**src/rtl/icebus_status_frame_rx.sv**
```systemverilog
// Parses 19-byte motor-board status frames, checks CRC-16/CCITT-FALSE and strobes one update per good frame.
// Latency 1 cycle from the final CRC byte to upd_valid; no backpressure, a byte may arrive every cycle.
module icebus_status_frame_rx #(
   parameter int NUMBER_OF_MOTORS = 8,
   parameter int TIMEOUT_CYCLES   = 5000
) (
   input  logic        clk,
   input  logic        reset,
   input  logic        rx_valid,
   input  logic [7:0]  rx_data,
   input  logic        rx_frame_err,
   output logic        upd_valid,
   output logic [7:0]  upd_motor,
   output logic [23:0] upd_encoder0,
   output logic [23:0] upd_encoder1,
   output logic [23:0] upd_displacement,
   output logic [23:0] upd_duty,
   output logic [31:0] good_frames,
   output logic [31:0] crc_errors,
   output logic [31:0] aborted_frames,
   output logic        in_frame
);

   typedef enum logic [1:0] {HUNT, BODY, CRC_HI, CRC_LO} state_t;
   localparam int IDLE_W = $clog2(TIMEOUT_CYCLES + 1);

   state_t            state, state_nxt;
   logic [1:0]        hidx, hidx_nxt;
   logic [3:0]        bidx, bidx_nxt;
   logic [15:0]       crc, crc_nxt;
   logic [7:0]        crc_hi;
   logic [12:0][7:0]  body;
   logic [IDLE_W-1:0] idle_cnt;
   logic              timeout, id_ok;
   logic              ev_good, ev_crc_err, ev_abort, store_body, store_hi;

   function automatic logic [7:0] header_byte(input logic [1:0] idx);
      case (idx)
         2'd0:    return 8'hD0;
         2'd1:    return 8'h0D;
         2'd2:    return 8'hBE;
         default: return 8'hEF;
      endcase
   endfunction

   function automatic logic [15:0] crc16_byte(input logic [15:0] c, input logic [7:0] d);
      logic [15:0] r;
      r = c ^ {d, 8'h00};
      for (int i = 0; i < 8; i++)
         r = r[15] ? ((r << 1) ^ 16'h1021) : (r << 1);
      return r;
   endfunction

   function automatic logic [31:0] sat_inc(input logic [31:0] v);
      return (v == 32'hFFFF_FFFF) ? v : v + 32'd1;
   endfunction

   assign id_ok    = ({24'd0, body[0]} < 32'(NUMBER_OF_MOTORS));
   assign timeout  = (state != HUNT) && !rx_valid && (idle_cnt == IDLE_W'(TIMEOUT_CYCLES - 1));
   assign in_frame = (state != HUNT);

   always_comb begin
      state_nxt  = state;
      hidx_nxt   = hidx;
      bidx_nxt   = bidx;
      crc_nxt    = crc;
      ev_good    = 1'b0;
      ev_crc_err = 1'b0;
      ev_abort   = 1'b0;
      store_body = 1'b0;
      store_hi   = 1'b0;
      // A stop-bit error discards the byte and beats both the byte and the timeout.
      if (rx_frame_err) begin
         ev_abort  = (state != HUNT);
         state_nxt = HUNT;
         hidx_nxt  = 2'd0;
      end else if (rx_valid) begin
         case (state)
            HUNT: begin
               if (rx_data == header_byte(hidx)) begin
                  if (hidx == 2'd3) begin
                     state_nxt = BODY;
                     hidx_nxt  = 2'd0;
                     bidx_nxt  = 4'd0;
                     crc_nxt   = 16'hFFFF;
                  end else begin
                     hidx_nxt = hidx + 2'd1;
                  end
               end else begin
                  hidx_nxt = (rx_data == 8'hD0) ? 2'd1 : 2'd0;
               end
            end
            BODY: begin
               store_body = 1'b1;
               crc_nxt    = crc16_byte(crc, rx_data);
               bidx_nxt   = bidx + 4'd1;
               if (bidx == 4'd12) state_nxt = CRC_HI;
            end
            CRC_HI: begin
               store_hi  = 1'b1;
               state_nxt = CRC_LO;
            end
            default: begin
               state_nxt = HUNT;
               if ({crc_hi, rx_data} != crc) ev_crc_err = 1'b1;
               else if (id_ok)               ev_good    = 1'b1;
               else                          ev_abort   = 1'b1;
            end
         endcase
      end else if (timeout) begin
         state_nxt = HUNT;
         hidx_nxt  = 2'd0;
         ev_abort  = 1'b1;
      end
   end

   always_ff @(posedge clk or posedge reset) begin
      if (reset) begin
         state            <= HUNT;
         hidx             <= 2'd0;
         bidx             <= 4'd0;
         crc              <= 16'hFFFF;
         idle_cnt         <= '0;
         upd_valid        <= 1'b0;
         upd_motor        <= 8'd0;
         upd_encoder0     <= 24'd0;
         upd_encoder1     <= 24'd0;
         upd_displacement <= 24'd0;
         upd_duty         <= 24'd0;
         good_frames      <= 32'd0;
         crc_errors       <= 32'd0;
         aborted_frames   <= 32'd0;
      end else begin
         state     <= state_nxt;
         hidx      <= hidx_nxt;
         bidx      <= bidx_nxt;
         crc       <= crc_nxt;
         upd_valid <= ev_good;
         if (rx_valid)
            idle_cnt <= '0;
         else if (idle_cnt != IDLE_W'(TIMEOUT_CYCLES - 1))
            idle_cnt <= idle_cnt + IDLE_W'(1);
         if (ev_good) begin
            upd_motor        <= body[0];
            upd_encoder0     <= {body[1],  body[2],  body[3]};
            upd_encoder1     <= {body[4],  body[5],  body[6]};
            upd_displacement <= {body[7],  body[8],  body[9]};
            upd_duty         <= {body[10], body[11], body[12]};
            good_frames      <= sat_inc(good_frames);
         end
         if (ev_crc_err) crc_errors     <= sat_inc(crc_errors);
         if (ev_abort)   aborted_frames <= sat_inc(aborted_frames);
      end
   end

   // Shadow payload needs no reset: it is only published after a complete frame rewrites it.
   always_ff @(posedge clk) begin
      if (store_body) body[bidx] <= rx_data;
      if (store_hi)   crc_hi     <= rx_data;
   end

endmodule
```
**config.mk**
```make
export PLATFORM = sky130hd
export DESIGN_NAME = icebus_status_frame_rx
export DESIGN_NICKNAME = d
export VERILOG_FILES = /design/src/rtl/icebus_status_frame_rx.sv
export SDC_FILE = /design/constraint.sdc
export NUM_CORES = 1
export LEC_CHECK = 0
export ABC_AREA = 0
export BUFFER_PORTS_ARGS = -buffer_cell sky130_fd_sc_hd__buf_2
export CAP_MARGIN = 0
export CORE_UTILIZATION = 49
export DETAILED_ROUTE_END_ITERATION = 10
export PLACE_DENSITY = 0.79
export REMOVE_ABC_BUFFERS = 1
export SLEW_MARGIN = 15
export SYNTH_ARGS = -nofsm -noshare
export SYNTH_HDL_FRONTEND = slang
export SYNTH_SLANG_ARGS = --single-unit
```
**constraint.sdc**
```tcl
create_clock -name clk -period 9.4 [get_ports clk]
set_clock_uncertainty 0.1 [all_clocks]
set_input_delay 0.94 -clock clk [delete_from_list [all_inputs] [get_ports clk]]
set_output_delay 0.94 -clock clk [all_outputs]
set_load 0.01 [all_outputs]
```
* Yosys cells after proc, flatten, opt, wreduce, memory -nomap -nowiden
Index checks and enable logic that the tools add are counted.
** Storage, ports and cells
- Register bits after elaboration :: 350
- Bits in latches :: 0
- Memory bits (writable) :: 0
- ROM bits :: 0
- Input port bits :: 12
- Output and inout port bits :: 202
- Word-level logic and storage cells :: 144
- Memories :: 0
** Cells by class
- $add $sub $neg :: 6
- $mul :: 0
- Div/mod/pow operators :: 0
- Magnitude comparators :: 3
- Eq/ne operators :: 20
- Shifts and indexed selects :: 0
- Mux-type cells :: 57
- Bitwise logic cells :: 13
- Reductions and logical operators :: 17
** Operators by type and width (count)
- 13-bit 2-to-1 mux :: 10
- 104-bit bitwise mux :: 1
- 32-bit by 1-bit adder with 32-bit output, second input constant :: 3
- 32-bit == test, second input constant :: 3
- 8-bit demux with 4-bit select :: 1
- 16-bit 2-to-1 mux :: 2
- 8-bit 2-to-1 mux :: 4
- 16-bit case mux with 2 select lines :: 1
- 3-bit inverter :: 8
- 8-bit case mux with 3 select lines :: 1
- 1-bit 2-to-1 mux :: 22
- 2-bit 2-to-1 mux :: 11
- 16-bit != test :: 1
- 16-bit XOR :: 1
- 13-bit by 1-bit adder with 13-bit output, second input constant :: 1
- 13-bit == test, second input constant :: 1
- 13-bit != test, second input constant :: 1
- 4-bit != test, second input constant :: 3
- 8-bit == test :: 1
- 8-bit == test, second input constant :: 1
- 8-bit by 4-bit < comparator with 1-bit output, second input constant :: 1
- 4-bit 2-to-1 mux :: 2
- 4-bit case mux with 2 select lines :: 1
- 2-bit AND reduction :: 4
- other kinds (19) :: 31

* Depth between registers and ports, before layout
- Depth after elaboration :: 18
- Mapped depth :: 9
- Depth with buffers taken out :: 8

* Worst setup path before layout
OpenSTA, ideal clock, no wires.
- Path type :: input to register
- Start :: input rx_data[6]
- End :: register aborted_frames[1]
- Library setup time :: 0.125 ns
- Arrival :: 2.571 ns
- Data required time :: 9.175 ns
- Path slack :: 6.605 ns
- Cell stages on the path :: 7
- Path buffers :: 1
- Cells stage by stage :: xnor2_1 nand4_1 nor4_4 a21oi_2 buf_4 nor2_1 mux2_2
** Between the ends
- Cells in the longest elaborated chain, start to end :: 6
** Ends and longest elaborated chain
- start: declaration :: line 10 : input logic [7:0] rx_data,
- 16-bit != test :: line 105 : if ({crc_hi, rx_data} != crc) ev_crc_err = 1'b1;
- 1-bit 2-to-1 mux :: line 105
- 1-bit 2-to-1 mux :: line 78 : case (state)
- 1-bit 2-to-1 mux :: line 77 : end else if (rx_valid) begin
- 1-bit 2-to-1 mux :: line 73 : if (rx_frame_err) begin
- 2-bit AND reduction (no source line)
- end signal: assignment :: line 152 : if (ev_abort) aborted_frames <= sat_inc(aborted_frames);
- end: declaration :: line 20 : output logic [31:0] aborted_frames,
No other way between the ends.
A chain may end at the register's enable or synchronous reset.

* Worst setup path in the final report
- Start :: input rx_data[0]
- End :: register good_frames[30]
** Between the ends
- Cells in the longest elaborated chain, start to end :: 6
** Ends and longest elaborated chain
- 16-bit != test :: line 105
- 1-bit 2-to-1 mux :: line 105
- 1-bit 2-to-1 mux :: line 78
- 1-bit 2-to-1 mux :: line 77
- 1-bit 2-to-1 mux :: line 73
- 2-bit AND reduction (no source line)
- end signal: assignment :: line 149 : good_frames <= sat_inc(good_frames);
- end: declaration :: line 18 : output logic [31:0] good_frames,
No other way between the ends.

==> reports/qor_table.md <==
| Item | Reported |
| --- | --- |
| Accumulated negative setup slack | 0 ns |
| Worst Hold Margin | 0.342 ns |
| EDFF count, synth | 112 |
| Reg clk slew, reported paths | 0.06 ns |
| RePlAce Congestion | 0.824 |
| Final nets | 1502 |
| WP data arrival | 3.93 ns |
| Area growth, synth to finish | 17.9% |
| Primary FF master, synth | sky130_fd_sc_hd__dfrtp_1 |
| Post-route core utilization | 59.1% |
| Final count of negative-setup-slack endpoints | 0 |
| Die Ht | 174 um |
| Post-Layout Inst Area | 0.0170 mm2 |
| Post-synth top area cell | sky130_fd_sc_hd__dfrtp_1 |
| Synth top area cells | sky130_fd_sc_hd__dfrtp_1 (38%), sky130_fd_sc_hd__edfxtp_1 (23%), sky130_fd_sc_hd__nand2_1 (9.0%) |
| Layout cells sized above 1 | 20.7% |
| Total vias in the final route | 9972 |
| Endpoint type of the worst setup path | flip-flop |
| Register-to-register setup slack | 6.04 ns |
| Dominant delay contributor by cell family on the critical path | simple AND/OR/NAND/NOR gates |
| Register area share after synthesis | 64.6% |
| Combined global-route utilization of all metal layers | 20.6% |
| Initial core utilization | 50.1% |
| Pwr/cell area | 179 mW/mm2 |
| Buffers added on ports | 213 |
| Number of global-route vias before repair | 9776 |
| Status | finished clean |
| Static leakage | 0.00824 uW |
| Transition time at the pin with the least slew margin | 1.13 ns |
| Count of standard-cell rows | 62 |
| Cells after synthesis | 1263 |
| Number of iterations in the first detailed-routing pass | 5 |
| Final cell count without fillers | 1886 |
| Routed wire per std cell | 16.2 um |
| Flop and latch count out of synthesis | 350 |
| Total CTS buffers | 36 |
| Data required time at the worst endpoint | 9.70 ns |
| # resized after CTS | 0 |
| Antenna violations before repair | 1 |
| Hold_buf cts | 0 |
| Chain of cells forming the critical path | buf_2 > xnor2_1 > nand4_1 > nor4_4 > and3_4 > nand4_1 > mux2_1 |
| Number of buffers and inverters on the critical path | 1 |
| Post-CTS setup buffer count | 0 |
| Number of design-rule violations left by the first detailed-router iteration | 620 |
| Setup repair after global routing missed its margin | no |
| Dpl cell area | 0.0159 mm2 |
| Remaining max-slew budget at the tightest pin | 24.7% |
| Average size of a mapped cell | 11.4 um2 |
| Wire length of the first global-routing pass | 50.3 mm |
| Post-placement cell count | 1820 |
| Count of antenna-violating nets left after detailed routing | 0 |
| Number of fill cells in the layout | 2326 |
| Min Clock Period, post-route | 3.63 ns |
| FFs w/ async S/R, synth | 68.0% |
| Critical path startpoint category | input pin |
| Fmax | 276 MHz |
| Buffer type at the clock tree root | sky130_fd_sc_hd__clkbuf_16 |
| Path type of the worst setup path | input pin to flip-flop |
| Die X-Extent | 174 um |
| Remaining DRCs | 0 |
| Routed Wire Length | 30.6 mm |
| Final Hold Vio Count | 0 |
| Count of synthesis-stage warnings from yosys | 0 |
| Worst-case clock buffer depth | 3 |
| Netlist area before placement | 0.0145 mm2 |
| Highest net fanout along the worst path | 101 |
| Worst min-delay path class | flip-flop to flip-flop |
| Clock tree from TritonCTS | built |
| Total Die Area | 0.0302 mm2 |
| Total clock sinks | 350 |
| Insertion delay to the later sink of the worst-skew pair | 0.53 ns |
| Final global-route overflow total | 0 |
| CP max stage cell | sky130_fd_sc_hd__and3_4 |
| Top Ports | 214 |
| Max-cap violations | 0 |
| Distinct cell type count of the synthesized netlist | 54 |
| Core Region | 0.0289 mm2 |
| Number of levels the H-tree was split into | 2 |
| Worst vdd ir | 0.140 mV |
| Final critical-path share of the clock period | 38.6% |
| Post-detailed-placement half-perimeter wirelength | 19.7 mm |
| Area share of the largest cell type after synthesis | 38.4% |
| Max stage delay on crit path | 0.96 ns |
| Slew Viols, Final | 0 |
| Via density per instance | 5.29 |
| Maximum number of pins on one net before global-route repair | 107 |
| Crit-path most repeated cell | sky130_fd_sc_hd__nand4_1 |
[power breakdown]
part	internal (uW)	switching, uW	leakage (uW)
Clock	817	589	0.000566
Sequential	1580	6.76	0.00420
Combinational	16.3	48.3	0.00347
[stage by stage]
stage	power (uW)	setup WS [ns]
global route	3150	5.51
detailed placement	1680	5.18
global placement	1680	5.22
finish	3060	5.77
floorplan	1650	1.86
CTS	3090	5.72
[cell usage in the layout, fill, tap and decap left out, types with 4 or more instances in the layout]
| master | count |
|---|---|
| sky130_fd_sc_hd__buf_2 | 213 |
| sky130_fd_sc_hd__nand3_1 | 59 |
| sky130_fd_sc_hd__clkbuf_8 | 6 |
| sky130_fd_sc_hd__ha_1 | 16 |
| sky130_fd_sc_hd__and2_1 | 28 |
| sky130_fd_sc_hd__nor2_1 | 71 |
| sky130_fd_sc_hd__edfxtp_1 | 112 |
| sky130_fd_sc_hd__mux2_2 | 4 |
| sky130_fd_sc_hd__dfrtp_1 | 222 |
| sky130_fd_sc_hd__o21ai_0 | 4 |
| sky130_fd_sc_hd__nor4b_2 | 7 |
| sky130_fd_sc_hd__clkbuf_1 | 8 |
| sky130_fd_sc_hd__clkinv_2 | 4 |
| sky130_fd_sc_hd__xnor2_1 | 62 |
| sky130_fd_sc_hd__a21oi_1 | 7 |
| sky130_fd_sc_hd__nor3_1 | 22 |
| sky130_fd_sc_hd__and3_1 | 17 |
| sky130_fd_sc_hd__and4_1 | 8 |
| sky130_fd_sc_hd__buf_4 | 5 |
| sky130_fd_sc_hd__dfstp_2 | 16 |
| sky130_fd_sc_hd__nor3b_1 | 5 |
| sky130_fd_sc_hd__a31oi_1 | 12 |
| sky130_fd_sc_hd__inv_1 | 16 |
| sky130_fd_sc_hd__nand2b_1 | 4 |
| sky130_fd_sc_hd__xor2_1 | 82 |
| sky130_fd_sc_hd__clkbuf_16 | 36 |
| sky130_fd_sc_hd__nor4b_1 | 5 |
| sky130_fd_sc_hd__nor4_1 | 25 |
| sky130_fd_sc_hd__nand4_1 | 26 |
| sky130_fd_sc_hd__nand2_1 | 347 |
[cells in the mapped netlist, types with 3 or more instances]
cell type,number
sky130_fd_sc_hd__ha_1,16
sky130_fd_sc_hd__dfstp_2,16
sky130_fd_sc_hd__edfxtp_1,112
sky130_fd_sc_hd__mux2i_1,3
sky130_fd_sc_hd__buf_2,18
sky130_fd_sc_hd__or4_1,3
sky130_fd_sc_hd__and3b_1,3
sky130_fd_sc_hd__a31oi_1,12
sky130_fd_sc_hd__nor4b_1,5
sky130_fd_sc_hd__nor2_1,71
sky130_fd_sc_hd__nand2_1,347
sky130_fd_sc_hd__nand3_1,60
sky130_fd_sc_hd__nand4_1,26
sky130_fd_sc_hd__and3_1,18
sky130_fd_sc_hd__nor4b_2,7
sky130_fd_sc_hd__xor2_1,82
sky130_fd_sc_hd__and2_1,28
sky130_fd_sc_hd__nand2b_1,4
sky130_fd_sc_hd__dfrtp_1,222
sky130_fd_sc_hd__and4_1,8
sky130_fd_sc_hd__mux2_2,4
sky130_fd_sc_hd__xnor2_1,62
sky130_fd_sc_hd__o21ai_0,4
sky130_fd_sc_hd__inv_1,17
sky130_fd_sc_hd__nor3_1,22
sky130_fd_sc_hd__nor4_1,25
sky130_fd_sc_hd__o31ai_1,3
sky130_fd_sc_hd__a21oi_1,7
sky130_fd_sc_hd__nor3b_1,5
sky130_fd_sc_hd__clkbuf_1,24
[cell families after synthesis]
family | Yosys count | share of synthesized area [%]
adders and majority gates | 16 | 1.39
muxes | 8 | 0.597
and+or+nand+nor | 643 | 21.0
buffers and inverters | 62 | 1.79
DFF | 350 | 64.6
AOI/OAI and AO/OA | 40 | 1.93
xor gates and xnor gates | 144 | 8.73
[worst reg2reg max path: cells and delay by family, from the launching register on]
family	cells	cell delay [ns]
simple gates	4	2.05
mux	1	0.36
flops	1	0.57
xor+xnor	1	0.14
[registers in the layout (all words and copies together), names as in the netlist]
signal            flops
upd_displacement     24
bidx                  4
upd_motor             8
upd_valid             1
aborted_frames       32
good_frames          32
crc_hi                8
idle_cnt             13
crc_errors           32
state                 2
crc                  16
upd_encoder0         24
upd_encoder1         24
body                104
hidx                  2
upd_duty             24
[area by class of cell]
cell class | count | area [um2] | area share (%)
well taps | 384 | 480 | 2.82
multi-input cells | 851 | 4870 | 28.6
clock inverters | 15 | 159 | 0.932
clock buffers | 50 | 1010 | 5.95
inverters | 17 | 71.3 | 0.419
flip-flops and latches | 350 | 9340 | 54.8
diodes | 1 | 2.50 | 0.0147
repair buffers | 218 | 1100 | 6.48
[metal layers]
layer / up-vias / global-route usage (%) / wire length [um]
li1: 4700 / - / -
met3: 63 / 4.56 / 1840
met1: 4923 / 27.9 / 13500
met5: - / 0 / 0
met2: 286 / 33.0 / 14500
met4: 0 / 6.54 / 793
[worst paths after layout]
check	depth (start not counted)	to	startpoint
setup / recovery	7	good_frames[30]$_DFFE_PP0P_	rx_data[0]
setup reg to reg	6	good_frames[30]$_DFFE_PP0P_	crc[6]$_DFFE_PP1P_
min in group asynchronous	2	aborted_frames[2]$_DFFE_PP0P_	reset
hold reg to reg	2	upd_displacement[5]$_DFFE_PP0P_	body[77]$_DFFE_PP_
hold / removal	2	upd_displacement[5]$_DFFE_PP0P_	body[77]$_DFFE_PP_
max in group asynchronous	3	upd_duty[11]$_DFFE_PP0P_	reset
Power figures use the tool's default switching activity.
